===== config.mk =====
export PLATFORM = sky130hd
export DESIGN_NAME = branch_resolve_unit
export DESIGN_NICKNAME = d
export VERILOG_FILES = /design/src/rtl/branch_resolve_unit.sv
export SDC_FILE = /design/constraint.sdc
export NUM_CORES = 1
export LEC_CHECK = 0
export CAP_MARGIN = 20
export CELL_PAD_IN_SITES_DETAIL_PLACEMENT = 0
export CELL_PAD_IN_SITES_GLOBAL_PLACEMENT = 2
export CORE_MARGIN = 1
export CORE_UTILIZATION = 21
export DETAILED_ROUTE_END_ITERATION = 6
export HOLD_SLACK_MARGIN = 0.06
export PLACE_DENSITY_LB_ADDON = 0.1
export SYNTH_ARGS = -nofsm -noshare
export SYNTH_HDL_FRONTEND = slang
export SYNTH_SLANG_ARGS = --single-unit

===== constraint.sdc =====
create_clock -name i_clk -period 1.76 [get_ports i_clk]
set_input_delay 0.352 -clock i_clk [delete_from_list [all_inputs] [get_ports i_clk]]
set_output_delay 0.352 -clock i_clk [all_outputs]
set_load 0.01 [all_outputs]

===== src/rtl/branch_resolve_unit.sv =====
// Branch resolve unit: latches ALU flags, resolves conditional branches, and drives the PC redirect and the timed flush.
// Optional feature macro BRU_PERF_CNT_EN adds saturating branch and mispredict counters.
module branch_resolve_unit #(
   parameter int unsigned FLUSH_CYCLES = 2
) (
   input  logic        i_clk,
   input  logic        i_rst_n,
   input  logic        i_stall,
   input  logic        i_ex_valid,
   input  logic        i_ex_flag_wr,
   input  logic [4:0]  i_alu_flags,
   input  logic        i_ex_is_branch,
   input  logic [2:0]  i_ex_cond,
   input  logic        i_ex_pred_taken,
   input  logic [15:0] i_ex_target,
   input  logic [15:0] i_ex_pc_plus2,
   output logic [4:0]  o_flags_q,
   output logic        o_redirect_valid,
   output logic [15:0] o_redirect_pc,
   output logic        o_flush
`ifdef BRU_PERF_CNT_EN
   ,
   output logic [15:0] o_perf_branches,
   output logic [15:0] o_perf_mispredicts
`endif
);

   typedef enum logic [1:0] {
      IDLE     = 2'd0,
      REDIRECT = 2'd1,
      FLUSH    = 2'd2
   } state_t;

   localparam logic [3:0] CNT_INIT = 4'(FLUSH_CYCLES - 1);

   // Flag vector layout is {eq, lt, cout, zero, neg}.
   function automatic logic eval_cond(input logic [4:0] flags, input logic [2:0] cond);
      logic res;
      case (cond)
         3'b000:  res = flags[4];
         3'b001:  res = ~flags[4];
         3'b010:  res = flags[3];
         3'b011:  res = ~flags[3];
         3'b100:  res = flags[0];
         3'b101:  res = flags[1];
         3'b110:  res = flags[2];
         default: res = 1'b1;
      endcase
      return res;
   endfunction

   function automatic logic [15:0] sat_inc16(input logic [15:0] val);
      return (val == 16'hFFFF) ? val : val + 16'd1;
   endfunction

   state_t      r_state;
   logic [3:0]  r_count;
   logic [4:0]  r_flags;
   logic        r_redirect_valid;
   logic [15:0] r_redirect_pc;
   logic        r_flush;

   state_t      w_state_nxt;
   logic [3:0]  w_count_nxt;
   logic        w_redirect_valid_nxt;
   logic [15:0] w_redirect_pc_nxt;
   logic        w_flush_nxt;

   logic        w_acc;
   logic        w_taken;
   logic        w_mispredict;

   assign w_acc        = i_ex_valid & ~i_stall & (r_state == IDLE);
   // Branch always evaluates against the registered flags, never the ALU's same-cycle flags.
   assign w_taken      = eval_cond(r_flags, i_ex_cond);
   assign w_mispredict = w_acc & i_ex_is_branch & (w_taken != i_ex_pred_taken);

   always_comb begin
      w_state_nxt          = r_state;
      w_count_nxt          = r_count;
      w_redirect_valid_nxt = r_redirect_valid;
      w_redirect_pc_nxt    = r_redirect_pc;
      w_flush_nxt          = r_flush;
      case (r_state)
         IDLE: begin
            if (w_mispredict) begin
               w_state_nxt          = REDIRECT;
               w_redirect_valid_nxt = 1'b1;
               w_flush_nxt          = 1'b1;
               w_redirect_pc_nxt    = w_taken ? i_ex_target : i_ex_pc_plus2;
            end
         end
         REDIRECT: begin
            if (!i_stall) begin
               w_state_nxt          = FLUSH;
               w_redirect_valid_nxt = 1'b0;
               w_count_nxt          = CNT_INIT;
            end
         end
         FLUSH: begin
            if (!i_stall) begin
               if (r_count != 4'd0) begin
                  w_count_nxt = r_count - 4'd1;
               end else begin
                  w_state_nxt = IDLE;
                  w_flush_nxt = 1'b0;
               end
            end
         end
         default: begin
            w_state_nxt          = IDLE;
            w_redirect_valid_nxt = 1'b0;
            w_flush_nxt          = 1'b0;
         end
      endcase
   end

   always_ff @(posedge i_clk) begin
      if (!i_rst_n) begin
         r_state          <= IDLE;
         r_count          <= 4'd0;
         r_flags          <= 5'd0;
         r_redirect_valid <= 1'b0;
         r_redirect_pc    <= 16'd0;
         r_flush          <= 1'b0;
      end else begin
         r_state          <= w_state_nxt;
         r_count          <= w_count_nxt;
         r_redirect_valid <= w_redirect_valid_nxt;
         r_redirect_pc    <= w_redirect_pc_nxt;
         r_flush          <= w_flush_nxt;
         if (w_acc && i_ex_flag_wr) begin
            r_flags <= i_alu_flags;
         end
      end
   end

   assign o_flags_q        = r_flags;
   assign o_redirect_valid = r_redirect_valid;
   assign o_redirect_pc    = r_redirect_pc;
   assign o_flush          = r_flush;

`ifdef BRU_PERF_CNT_EN
   logic [15:0] r_perf_branches;
   logic [15:0] r_perf_mispredicts;

   always_ff @(posedge i_clk) begin
      if (!i_rst_n) begin
         r_perf_branches    <= 16'd0;
         r_perf_mispredicts <= 16'd0;
      end else begin
         if (w_acc && i_ex_is_branch) begin
            r_perf_branches <= sat_inc16(r_perf_branches);
         end
         if (w_mispredict) begin
            r_perf_mispredicts <= sat_inc16(r_perf_mispredicts);
         end
      end
   end

   assign o_perf_branches    = r_perf_branches;
   assign o_perf_mispredicts = r_perf_mispredicts;
`endif

endmodule

==> results.md <==
* Vias at 1562
* Core Box Area at 6910 sq um
* Setup-failing EPs final at 0
* Avg Cell Area, Syn at 9.75 sq um
* H-tree depth at 2
* Clock Root Buffer: clkbuf_8
* Nets at 298
* Crit-path max FO at 6
* Initial Util at 0.220
* WP data required at 1.93 ns
* EDFF count, synth at 0
* Commonest non-fill, non-tap cell in the layout: clkdlybuf4s50_1
* Syn nets at 204
* Net Switching at 0.420 mW
* CP top delay family: compound AO/OA/AOI/OAI gates
* F_max at 569 MHz
* WHS at 0.501 ns
* Worst VDD drop at 298 uV
* Grt total ovfl at 0
* WL per Instance at 14.4 microns
* Residual DRC count at 0
* Leak at 0.996 nW
* Initial antenna violation count at 0
* Global-route wire length before repair at 8.16 mm
* DR iter-0 viols at 25
* Slew Viols, Final at 0
* Power per Cell Area at 645 nW/um^2
* FP Rows at 30
* M2 GR Usage at 0.241
* Boundary pin count at 70
* Leading area contributor after synthesis: dfxtp_1
* Levels on crit path at 7
* Part of the power in the clock network at 0.359
* Gr usage total at 0.141
* Length of the first detailed-routing pass in iterations at 4
* Sequential share of the synthesized area at 0.382
* Clock-pin slew on the worst setup and hold paths at 0.06 ns
* RSZ-0062 raised after global routing: true
* Max-Cap Viols at 0
* Final Util at 0.382
* Area of the multi-input gates at 856 sq um
* Hold Crit Depth at 1
* Cell Area, Synth at 1520 sq um
* CP Class: flip-flop to flip-flop
* Gr busiest metal: met2
* Slowest stage delay, CP at 0.35 ns
* CP bufs+invs at 2
* CTS tree: done
* CP Capture Type: flip-flop
* Vias in the first global route at 1649
* GR Util met1 at 0.168
* Post-synth ARST share at 0
* Cells on worst reg2reg path at 7
* Ys flop type: dfxtp_1
* Tmin final at 1.76 ns
* Comb pwr share at 0.230
* Detailed placement HPWL at 3.61 mm
* R2R setup slack at 0.004 ns
* Fillcell total at 721
* Setup_tns at 0 ns
* Seq. cell area at 583 sq um
* Internal Power at 1.28 mW
* Layout cell share with drive strength beyond 1 at 0.195
* Commonest cells after routing, fill and taps aside: clkdlybuf4s50_1, or3_1, dfxtp_1, buf_4, o2111a_1
* Worst-Margin Slew at 0.292 ns
* CTS Hold Bufs at 0
* Number of diodes at 0
* Yosys reg bits at 29
* Placer's final routability congestion estimate at 0.702
* DIE AREA at 7590 sq um
* Seq pwr share at 0.412
* IO buf count at 69
* Vert. Die Dim at 87.1 microns
* Vias per cell at 4.50
* Met3 usage at 0.0455
* Top post-synthesis cells by area: dfxtp_1, or3_1, o2111a_1
* Area delta synth->final at 73.4%
* Final WL at 5.00 mm
* Slew Limit Headroom at 0.806
* HP Class: flip-flop to flip-flop
* Startpoint types: flip-flop
* CTS buffer count at 5
* Hold Fails Final Rpt at 0
* CTS Sinks at 29
* Crit-path cells: mux2i_1 > xor2_1 > buf_4 > o22a_4 > buf_12 > or3_1 > o2111a_1
* Worst skew pair latency at 0.28 ns
* Fin crit share at 0.998
* Max stage delay cell, worst path: or3_1
* Sw Ratio at 0.247
* Clock Skew at 0.00627 ns
* Netlist cell types at 39
* Die X at 87.1 microns
* Data arrival, critical path at 1.92 ns
* Status: completed
* CTS Buffer Depth at 2
* Post-DRT Antenna Nets at 0
* Yosys warning count at 0
* Post-Synthesis Cells at 156
* Largest net degree at the start of global routing at 17
* Synth top area share at 0.382
## through the flow
| step | power, mW | std cells | setup slack [ns] | cell area [sq um] |
|---|---|---|---|---|
| 2_1_floorplan | 0.844 | 156 | 0.00692 | 1520 |
| 3_3_place_gp | 1.06 | 331 | -0.646 | 2410 |
| 3_5_place_dp | 1.07 | 331 | -0.709 | 2410 |
| 4_1_cts | 1.73 | 347 | 0.00143 | 2620 |
| 5_1_grt | 1.80 | 347 | -0.0734 | 2640 |
| 6_report | 1.70 | 347 | 0.00386 | 2640 |
## kinds of logic after synthesis
family	synth area share
AOI/OAI and AO/OA	0.247
xor gates and xnor gates	0.0173
adders and majority gates	0.00822
buffers and inverters	0.0732
DFF	0.382
muxes	0.0214
and+or+nand+nor	0.252
## cell type report
cell class                 instances  share of cell area
inverter                           6             0.00854
tap                               96              0.0455
clock buffer                       7              0.0365
clock inverter                     1             0.00190
multi-input combinational        110               0.324
timing repair buffer              98               0.362
sequential                        29               0.221
## registers in the layout (all words and copies together), names as in the netlist
| register | count |
|---|---|
| o_flags_q | 5 |
| o_flush | 1 |
| o_redirect_pc | 16 |
| o_redirect_valid | 1 |
| r_count | 4 |
| r_state | 2 |
## cell usage after synthesis, types with 3 or more instances
library cell,number
or3_1,32
inv_1,6
o211a_1,3
dfxtp_1,29
o21ai_0,6
a211oi_1,3
a21boi_0,6
nor2_1,7
nand2_1,8
nand3_1,5
o2111a_1,17
## power groups by stage
stage	Clock, mW	Sequential (mW)	Combinational [mW]
2_1_floorplan	0	0.723	0.120
3_3_place_gp	0	0.714	0.350
3_5_place_dp	0	0.715	0.352
4_1_cts	0.639	0.700	0.394
5_1_grt	0.678	0.704	0.419
6_report	0.610	0.700	0.391
## repair_timing
action,CTS,global route
buffers inserted,6,0
pin swaps,3,2
cloned,2,0
setup endpoints to repair,19,20
gates resized for setup,17,4
hold endpoints to repair,0,0
## layer usage
metal	routed length, microns	vias to the layer above
li1	-	783
met2	2320	53
met3	350	5
met4	60	0
met1	2280	721
met5	0	-
## path summary, 6_finish.rpt
check / start / end
setup / recovery: o_flags_q[3] / o_redirect_pc[9]
hold / removal: o_redirect_valid / o_redirect_valid
setup reg to reg: o_flags_q[3] / o_redirect_pc[9]
hold reg to reg: o_redirect_valid / o_redirect_valid
Power figures use the tool's default switching activity.
